**config.mk**
```make
export PLATFORM = sky130hd
export DESIGN_NAME = keypad_scan
export DESIGN_NICKNAME = d
export VERILOG_FILES = /design/src/rtl/keypad_scan.sv
export SDC_FILE = /design/constraint.sdc
export NUM_CORES = 1
export LEC_CHECK = 0
export ABC_AREA = 0
export ABC_CLOCK_PERIOD_IN_PS = 3700
export BUFFER_PORTS_ARGS = -buffer_cell sky130_fd_sc_hd__buf_2
export CAP_MARGIN = 25
export CELL_PAD_IN_SITES_DETAIL_PLACEMENT = 0
export CELL_PAD_IN_SITES_GLOBAL_PLACEMENT = 2
export CORE_MARGIN = 10
export CORE_UTILIZATION = 43
export CTS_CLUSTER_DIAMETER = 80
export DETAILED_ROUTE_END_ITERATION = 10
export GPL_TIMING_DRIVEN = 0
export PLACE_DENSITY_LB_ADDON = 0.3
export SLEW_MARGIN = 15
export SYNTH_ARGS = -nofsm -noshare
export SYNTH_HDL_FRONTEND = slang
export SYNTH_SLANG_ARGS = --single-unit
```
**constraint.sdc**
```tcl
create_clock -name clk -period 3.7 [get_ports clk]
set_input_delay 0.185 -clock clk [delete_from_list [all_inputs] [get_ports clk]]
set_output_delay 0.185 -clock clk [all_outputs]
set_load 0.02 [all_outputs]
```
**src/rtl/keypad_scan.sv**
```systemverilog
// Matrix keypad scanner: one-cold column strobe, 2-flop row sync, press/release debounce, one code per press.
// Key valid 1 clock after the deciding sample; no backpressure, an unacked key blocks new codes and sets sticky overrun.
module keypad_scan #(
   parameter int ROWS     = 4,
   parameter int COLS     = 4,
   parameter int SCAN_DIV = 1000,
   parameter int DEBOUNCE = 4,
   localparam int CW      = $clog2(ROWS*COLS)
) (
   input  logic            clk,
   input  logic            rst,
   input  logic [ROWS-1:0] row_in,
   output logic [COLS-1:0] col_sel,
   input  logic            key_ack,
   output logic [CW-1:0]   key_code,
   output logic            key_valid,
   output logic            overrun
);

   localparam int RW  = $clog2(ROWS);
   localparam int CLW = $clog2(COLS);
   localparam int DW  = $clog2(SCAN_DIV);
   localparam int NW  = $clog2(DEBOUNCE+1);

   typedef enum logic [1:0] {S_SCAN, S_DEB, S_HELD} state_t;

   state_t          r_state;
   logic [ROWS-1:0] r_meta;
   logic [ROWS-1:0] r_rs;
   logic [DW-1:0]   r_dwell;
   logic [CLW-1:0]  r_col;
   logic [COLS-1:0] r_col_sel;
   logic [RW-1:0]   r_row;
   logic [NW-1:0]   r_pcnt;
   logic [NW-1:0]   r_rcnt;
   logic [CW-1:0]   r_key_code;
   logic            r_key_valid;
   logic            r_overrun;

   logic            w_sample;
   logic            w_any_low;
   logic            w_row_low;
   logic [RW-1:0]   w_low_row;
   logic [CLW-1:0]  w_col_next;
   logic            w_emit;
   logic            w_adv;
   logic [RW-1:0]   w_emit_row;
   logic [CW-1:0]   w_code;

   assign w_sample   = (r_dwell == DW'(SCAN_DIV-1));
   assign w_any_low  = ~&r_rs;
   assign w_row_low  = ~r_rs[r_row];
   assign w_col_next = (r_col == CLW'(COLS-1)) ? '0 : r_col + CLW'(1);
   assign w_code     = CW'(32'(w_emit_row) * COLS + 32'(r_col));

   // Descending loop so the lowest low row index wins.
   always_comb begin
      w_low_row = '0;
      for (int i = ROWS-1; i >= 0; i--) begin
         if (!r_rs[i]) w_low_row = RW'(i);
      end
   end

   always_comb begin
      w_emit     = 1'b0;
      w_adv      = 1'b0;
      w_emit_row = r_row;
      if (w_sample) begin
         case (r_state)
            S_SCAN: begin
               if (w_any_low) begin
                  w_emit_row = w_low_row;
                  w_emit     = (DEBOUNCE == 1);
               end else begin
                  w_adv = 1'b1;
               end
            end
            S_DEB: begin
               if (w_row_low) w_emit = (r_pcnt == NW'(DEBOUNCE-1));
               else           w_adv  = 1'b1;
            end
            S_HELD: begin
               if (!w_row_low && (r_rcnt == NW'(DEBOUNCE-1))) w_adv = 1'b1;
            end
            default: w_adv = 1'b0;
         endcase
      end
   end

   always_ff @(posedge clk or negedge rst) begin
      if (!rst) begin
         r_state     <= S_SCAN;
         r_meta      <= '1;
         r_rs        <= '1;
         r_dwell     <= '0;
         r_col       <= '0;
         r_col_sel   <= ~COLS'(1);
         r_row       <= '0;
         r_pcnt      <= '0;
         r_rcnt      <= '0;
         r_key_code  <= '0;
         r_key_valid <= 1'b0;
         r_overrun   <= 1'b0;
      end else begin
         r_meta  <= row_in;
         r_rs    <= r_meta;
         r_dwell <= w_sample ? '0 : r_dwell + DW'(1);

         if (w_adv) begin
            r_col     <= w_col_next;
            r_col_sel <= ~(COLS'(1) << w_col_next);
         end

         if (w_sample) begin
            case (r_state)
               S_SCAN: begin
                  if (w_any_low) begin
                     r_row   <= w_low_row;
                     r_pcnt  <= NW'(1);
                     r_rcnt  <= '0;
                     r_state <= (DEBOUNCE == 1) ? S_HELD : S_DEB;
                  end
               end
               S_DEB: begin
                  if (w_row_low) begin
                     r_pcnt <= r_pcnt + NW'(1);
                     if (w_emit) begin
                        r_state <= S_HELD;
                        r_rcnt  <= '0;
                     end
                  end else begin
                     r_state <= S_SCAN;
                  end
               end
               S_HELD: begin
                  if (w_row_low) begin
                     r_rcnt <= '0;
                  end else if (w_adv) begin
                     r_rcnt  <= '0;
                     r_state <= S_SCAN;
                  end else begin
                     r_rcnt <= r_rcnt + NW'(1);
                  end
               end
               default: r_state <= S_SCAN;
            endcase
         end

         // An ack in the emit cycle frees the slot, so the new code loads and overrun clears.
         if (w_emit) begin
            if (!r_key_valid || key_ack) begin
               r_key_code  <= w_code;
               r_key_valid <= 1'b1;
               if (key_ack) r_overrun <= 1'b0;
            end else begin
               r_overrun <= 1'b1;
            end
         end else if (key_ack && r_key_valid) begin
            r_key_valid <= 1'b0;
            r_overrun   <= 1'b0;
         end
      end
   end

   assign col_sel   = r_col_sel;
   assign key_code  = r_key_code;
   assign key_valid = r_key_valid;
   assign overrun   = r_overrun;

endmodule

```
==> impl_metrics.tcl, run 1 <==
set metrics [dict create \
    status "completed" \
    synth.distinct_cells 50 \
    synth_area_sq_um 1972 \
    cts-root-buf "clkbuf_8" \
    core-area_sq_um 4384 \
    async_flop_share_pct 100.0 \
    crit_path_start_kind "register" \
    post-dp-hpwl_um 2611 \
    grt_pass1_vias 1367 \
    worstReg2RegStart "r_rcnt[0]" \
    clk_latency_ns 0.29 \
    cp_data_arrival_time_ns 2.10 \
    synth_seq_cells 40 \
    peakVddDrop_mv 0.2638 \
    wl_um 3601 \
    fin_worst_skew_ns 0.005781 \
    clockBufferDepth 2 \
    holdCritPathClass "primary input to async pin" \
    drc 0 \
    timing.rr.end "r_col[0]" \
    drt_iter0_drc 50 \
    wire_per_inst_um 14.52 \
    synth_top_family_by_area "simple AND/OR/NAND/NOR gates" \
    antennaDiodeCount 0 \
    cp.required_ns 3.88 \
    synth_flop_cell "dfrtp_1" \
    syn-num-nets 184 \
    power.density_nw_per_um2 365.6 \
    synth_compound_area_share_pct 11.04 \
    die_x_um 87.72 \
    place_inst 236 \
    synth_warnings 0 \
    drtAntennaViolNets 0 \
    io_buffer_count 16 \
    synth_top_area_cell "dfrtp_1" \
    fin_area_sq_um 2272 \
    layout-drive-gt1-share_pct 28.06 \
    gp_congestion 0.7411 \
    busiest_layer "met2" \
    p_leak_nw 1.073 \
    cp_max_fo 6 \
    area_delta_synth_final_pct 15.23 \
    synthCells 168 \
    ys_seq_area_share_pct 51.46 \
    grt_overflow_total 0 \
    final-max-slew-violation-count 0 \
    die_h_um 87.72 \
    antenna_found_initial 0 \
    ctsResizeCount 0 \
    period_share_pct 51.91 \
    place_area_sq_um 2117 \
    rsz0062_at_grt "false" \
    via_count 1332 \
    cts_made_buffers 5 \
    use_met1_pct 12.31 \
    synth_edf_count 0 \
    critical_path_class "register to register" \
    reg2reg_slack_ns 1.78 \
    first_pass_iters 4 \
    fin_tns_setup_ns 0 \
    dieArea_sq_um 7695 \
    gr-usage-all-layers_pct 9.969 \
    fin_cells 248 \
    synth-xor-area-share_pct 2.665 \
    grt_pass1_wl_um 6210 \
    clk_pin_slew_ns 0.08 \
    gr-usage-met3_pct 3.714 \
    finalSetupViolations 0 \
    ios 17 \
    num_rows 24 \
    max_freq_mhz 520.7 \
    synth.area.mux_share_pct 8.312 \
    grt_max_degree 41 \
    use_met2_pct 15.54 \
    cts.sinks 40 \
    synth_top_area_share_pct 36.80 \
    final_nets 211 \
    tightest_slew_ns 0.8660 \
    period_minus_slack_ns 1.921 \
    cts_tree "done" \
    cts_max_level 2 \
    syn_avg_cell_area_sq_um 11.74 \
    reg2regPathDepth 5 \
    drv_cap 0 \
    start_util_pct 44.98 \
    synth_fa_ha_area_share_pct 5.711 \
    synth-simple-area-share_pct 16.43 \
    fillCellCount 399 \
    timing.final.hold_violations 0 \
    max_slew_margin_pct 42.26 \
    cts_setup_buffers 0 \
    yosys-top-cells-area "dfrtp_1, dfstp_2, ha_1" \
    vias_per_cell 5.371 \
    end_kind "register" \
]
[synth_stat cells (all sizes together), types with 2 or more instances]
master	count
dfrtp	29
nand2	13
inv	12
dfstp	11
ha	9
mux2	9
nor2	8
buf	6
nand3	6
xor2	5
and3	4
mux2i	4
nand2b	4
o21ai	4
a21o	3
nand4	3
nor3	3
a21boi	2
a41oi	2
and2	2
and4	2
nand3b	2
o211ai	2
o311ai	2
[state kept, by name, indices dropped and copies added, names as in the netlist, 2 cells and up]
register,cells
key_code,4
r_pcnt,3
r_rs,4
r_row,2
r_rcnt,3
r_dwell,10
col_sel,4
r_meta,4
r_state,2
r_col,2
[report_power, final]
part,internal (mW),switching (mW),leakage (nW)
Clock,0.203,0.157,0.0548
Sequential,0.445,0.00287,0.501
Combinational,0.00881,0.0142,0.518
[layer usage]
metal  part of all wire, %  up-vias
li1                      -      652
met1                    49      649
met2                    45       24
met3                   4.9        7
met4                   1.3        0
met5                     0        -
[placed cells by master, fill, tap and decap left out, types with 4 or more instances in the layout]
cell type / Yosys / layout
and3_1: 4 / 4
dfstp_2: 11 / 11
nand2b_1: 4 / 4
xor2_1: 5 / 5
nand3_1: 4 / 4
dlygate4sd3_1: 0 / 4
inv_1: 12 / 12
clkbuf_8: 0 / 5
mux2_1: 4 / 4
dfrtp_1: 29 / 29
nand2_1: 13 / 13
nor2_1: 7 / 7
o21ai_0: 4 / 4
mux2i_1: 4 / 4
buf_2: 3 / 19
ha_1: 9 / 9
mux2_2: 5 / 5
[worst max-delay path by stage]
stage               depth (start not counted)  slack [ns]      start       end
global placement                            5        1.81  r_rcnt[0]  r_col[0]
detailed placement                          5        1.76  r_rcnt[0]  r_col[0]
floorplan                                   5        1.91  r_rcnt[0]  r_col[0]
finish                                      5        1.78  r_rcnt[0]  r_col[0]
CTS                                         5        1.76  r_rcnt[0]  r_col[0]
global route                                5        1.66  r_rcnt[0]  r_col[1]
[cell families (layout without fill, tap and decap cells)]
kind of cell | after synthesis | in the layout
buf+inv | 18 | 46
flops | 40 | 40
compound gates | 26 | 26
simple gates | 55 | 55
fa+ha+maj | 9 | 9
xor+xnor | 6 | 6
mux | 14 | 14
[timing repair]
item,in CTS,in global routing
endpoints found under the hold margin,4,0
endpoints found under the setup margin,0,0
hold buffers,4,0
[cell type report]
| class | instances | area [sq um] | area share [%] |
|---|---|---|---|
| buffer | 6 | 41.29 | 1.817 |
| clock buffer | 5 | 68.82 | 3.029 |
| clock inverter | 3 | 46.29 | 2.037 |
| inverter | 12 | 45.04 | 1.982 |
| multi-input combinational | 110 | 870.8 | 38.33 |
| sequential | 40 | 1015 | 44.66 |
| tap | 52 | 65.06 | 2.863 |
| timing repair buffer | 20 | 120.1 | 5.286 |
[critical path, stage by stage, from the launching register on]
cell	delay (ns)
dfrtp_1	0.40
ha_1	0.20
ha_1	0.22
a21o_1	0.24
o211ai_2	0.37
mux2_2	0.38
[stage by stage]
step           power [mW]  utilization, %  setup slack (ns)  hold slack, ns
2_1_floorplan      0.4625               -             1.912         -0.1106
3_3_place_gp       0.4756           48.29             1.806          0.2917
3_5_place_dp       0.4770           48.29             1.761          0.2916
4_1_cts            0.8477           51.83             1.756         0.03112
5_1_grt            0.8716           51.83             1.659         0.05605
6_report           0.8306           51.83             1.779       0.0009697
(Power assumes the default switching activity.)
==> inputs of run 2 (changes only) <==
--- a/config.mk
+++ b/config.mk
@@ -6,13 +6,13 @@
 export NUM_CORES = 1
 export LEC_CHECK = 0
 export ABC_AREA = 0
-export ABC_CLOCK_PERIOD_IN_PS = 3700
+export ABC_CLOCK_PERIOD_IN_PS = 1600
 export BUFFER_PORTS_ARGS = -buffer_cell sky130_fd_sc_hd__buf_2
 export CAP_MARGIN = 25
 export CELL_PAD_IN_SITES_DETAIL_PLACEMENT = 0
 export CELL_PAD_IN_SITES_GLOBAL_PLACEMENT = 2
 export CORE_MARGIN = 10
-export CORE_UTILIZATION = 43
+export CORE_UTILIZATION = 36
 export CTS_CLUSTER_DIAMETER = 80
 export DETAILED_ROUTE_END_ITERATION = 10
 export GPL_TIMING_DRIVEN = 0
==> constraint.sdc (replaced) <==
create_clock -name clk -period 1.6 [get_ports clk]
set_input_delay 0.08 -clock clk [delete_from_list [all_inputs] [get_ports clk]]
set_output_delay 0.08 -clock clk [all_outputs]
set_load 0.02 [all_outputs]
==> run 2 against run 1 <==
Effect of this change:
- highest routed layer unchanged
- first-iteration DRC count fell by 38%
- the flow now finishes with violations (setup timing)
- clock-buffer cell count grew 1
- clock skew grew 0.0041 ns
- die area increased by 15%
- hold slack better by 0.36 ns
- non-clock buffer count up 24
==> impl_metrics.tcl, run 2 (synthesis results as in run 1) <==
set metrics [dict create \
    status "finished with violations" \
    violations "setup timing" \
    cts.sinks 40 \
    antenna_found_initial 0 \
    end_kind "register" \
    place_area_sq_um 2228 \
    grt_pass1_wl_um 7134 \
    timing.final.hold_violations 0 \
    layout-drive-gt1-share_pct 43.64 \
    grt_overflow_total 0 \
    largest-register "r_dwell" \
    cts_made_buffers 5 \
    cts-root-buf "clkbuf_8" \
    rsz0062_at_grt "true" \
    crit_path_start_kind "register" \
    seqPwrFrac_pct 56.8 \
    wl_um 4219 \
    core-area_sq_um 5205 \
    finalSetupViolations 19 \
    combinationalPowerShare_pct 4.0 \
    mostFrequentLayoutCell "dfrtp_1" \
    drv_cap 0 \
    clockBufferDepth 2 \
    vias_per_cell 4.883 \
    area_delta_synth_final_pct 33.38 \
    clk_latency_ns 0.30 \
    period_minus_slack_ns 1.763 \
    place_inst 254 \
    cp_max_fo 5 \
    slowest_stage "dfrtp_1" \
    period_share_pct 110.2 \
    final-max-slew-violation-count 0 \
    holdCritPathClass "register to register" \
    cp.required_ns 1.78 \
    fin_area_sq_um 2630 \
    gp_congestion 0.7602 \
    grt_pass1_vias 1496 \
    post-dp-hpwl_um 2866 \
    gr-usage-all-layers_pct 10.07 \
    die_x_um 94.01 \
    first_pass_iters 4 \
    ios 17 \
    final.setup.worst_slack_ns -0.1634 \
    cpPeakStageDelay_ns 0.40 \
    critical_path_class "register to register" \
    cts_max_level 2 \
    peakVddDrop_mv 0.4295 \
    io_buffer_count 16 \
    wire_per_inst_um 14.55 \
    max_freq_mhz 567.1 \
    final_cell_mix "dfrtp_1, buf_2, buf_4" \
    die_h_um 94.01 \
    final_nets 235 \
    fin_worst_skew_ns 0.009833 \
    power.density_nw_per_um2 693.5 \
    drt_iter0_drc 31 \
    p_leak_nw 1.218 \
    drtAntennaViolNets 0 \
    cts_tree "done" \
    largest_reg_flops 10 \
    p_switching_uw 412.4 \
    dieArea_sq_um 8838 \
    via_count 1416 \
    crit_chain "ha_4 -> and4bb_4 -> and4_4 -> nand4b_1 -> mux2_4" \
    num_rows 26 \
    clk_pin_slew_ns 0.08 \
    tightest_slew_ns 0.8760 \
    switching_share_pct 22.61 \
    antennaDiodeCount 0 \
    cp_data_arrival_time_ns 1.94 \
    grt_max_degree 41 \
    fillCellCount 473 \
    pwr-share-clk_pct 39.2 \
    power.internal_mw 1.412 \
    drc 0 \
    max_slew_margin_pct 41.60 \
    start_util_pct 37.88 \
    fin_cells 290 \
]
run 2: stage by stage:
step / worst slack, ns / hold slack (ns) / setup TNS (ns) / util (%) / power, mW
3_3_place_gp: -0.1802 / 0.1847 / -1.932 / 42.81 / 1.103
6_report: -0.1634 / 0.3587 / -1.836 / 50.53 / 1.824
2_1_floorplan: -0.06394 / -0.2156 / -0.4069 / - / 1.072
3_5_place_dp: -0.2118 / 0.1862 / -2.610 / 42.81 / 1.105
5_1_grt: -0.2065 / 0.3652 / -3.017 / 50.53 / 1.906
4_1_cts: -0.1626 / 0.3592 / -2.047 / 48.70 / 1.843
run 2: final cells by class:
cell class                 instances  area, sq um  area share, %
multi-input combinational        110         1026          39.01
buffer                             5        31.28          1.189
inverter                          12        45.04          1.713
sequential                        40         1015          38.58
tap                               70        87.58          3.330
clock buffer                       6        82.58          3.140
clock inverter                     2        15.01         0.5709
timing repair buffer              45        327.8          12.46
run 2: final timing paths:
path                       slack (ns)  startpoint          to  cells past startpoint
setup / recovery                -0.16  r_dwell[1]   r_rcnt[1]                      5
hold / removal                   0.36   r_meta[1]     r_rs[1]                      0
setup reg to reg                -0.16  r_dwell[1]   r_rcnt[1]                      5
hold reg to reg                  0.36   r_meta[1]     r_rs[1]                      0
max in group asynchronous        0.61         rst  col_sel[0]                      2
min in group asynchronous        0.44         rst  r_state[1]                      2
run 2: timing repair:
action,CTS,global route
endpoints found under the hold margin,34,0
pin swaps,12,8
setup buffers,13,10
resized for setup,13,5
endpoints found under the setup margin,19,21
hold buffers,6,0
run 2: worst max-delay path: cells and delay by family (launching register included):
| kind | cells | cell delay [ns] |
|---|---|---|
| DFF | 1 | 0.40 |
| and+or+nand+nor | 3 | 0.73 |
| adders and majority gates | 1 | 0.17 |
| muxes | 1 | 0.35 |
run 2: power groups by stage:
stage	Sequential (mW)	Combinational [mW]	Clock, mW
after detailed placement	1.05	0.0506	0
after CTS	1.04	0.0715	0.735
final	1.04	0.0727	0.716
after global placement	1.05	0.0487	0
after global routing	1.04	0.0814	0.787
after floorplan	1.05	0.0191	0
run 2: layer usage:
metal	up-vias	global-route usage (%)	share of wire, %
li1	693	-	-
met1	695	11.18	42
met2	22	18.03	53
met3	6	2.478	3.3
met4	0	3.797	1.5
met5	-	0	0
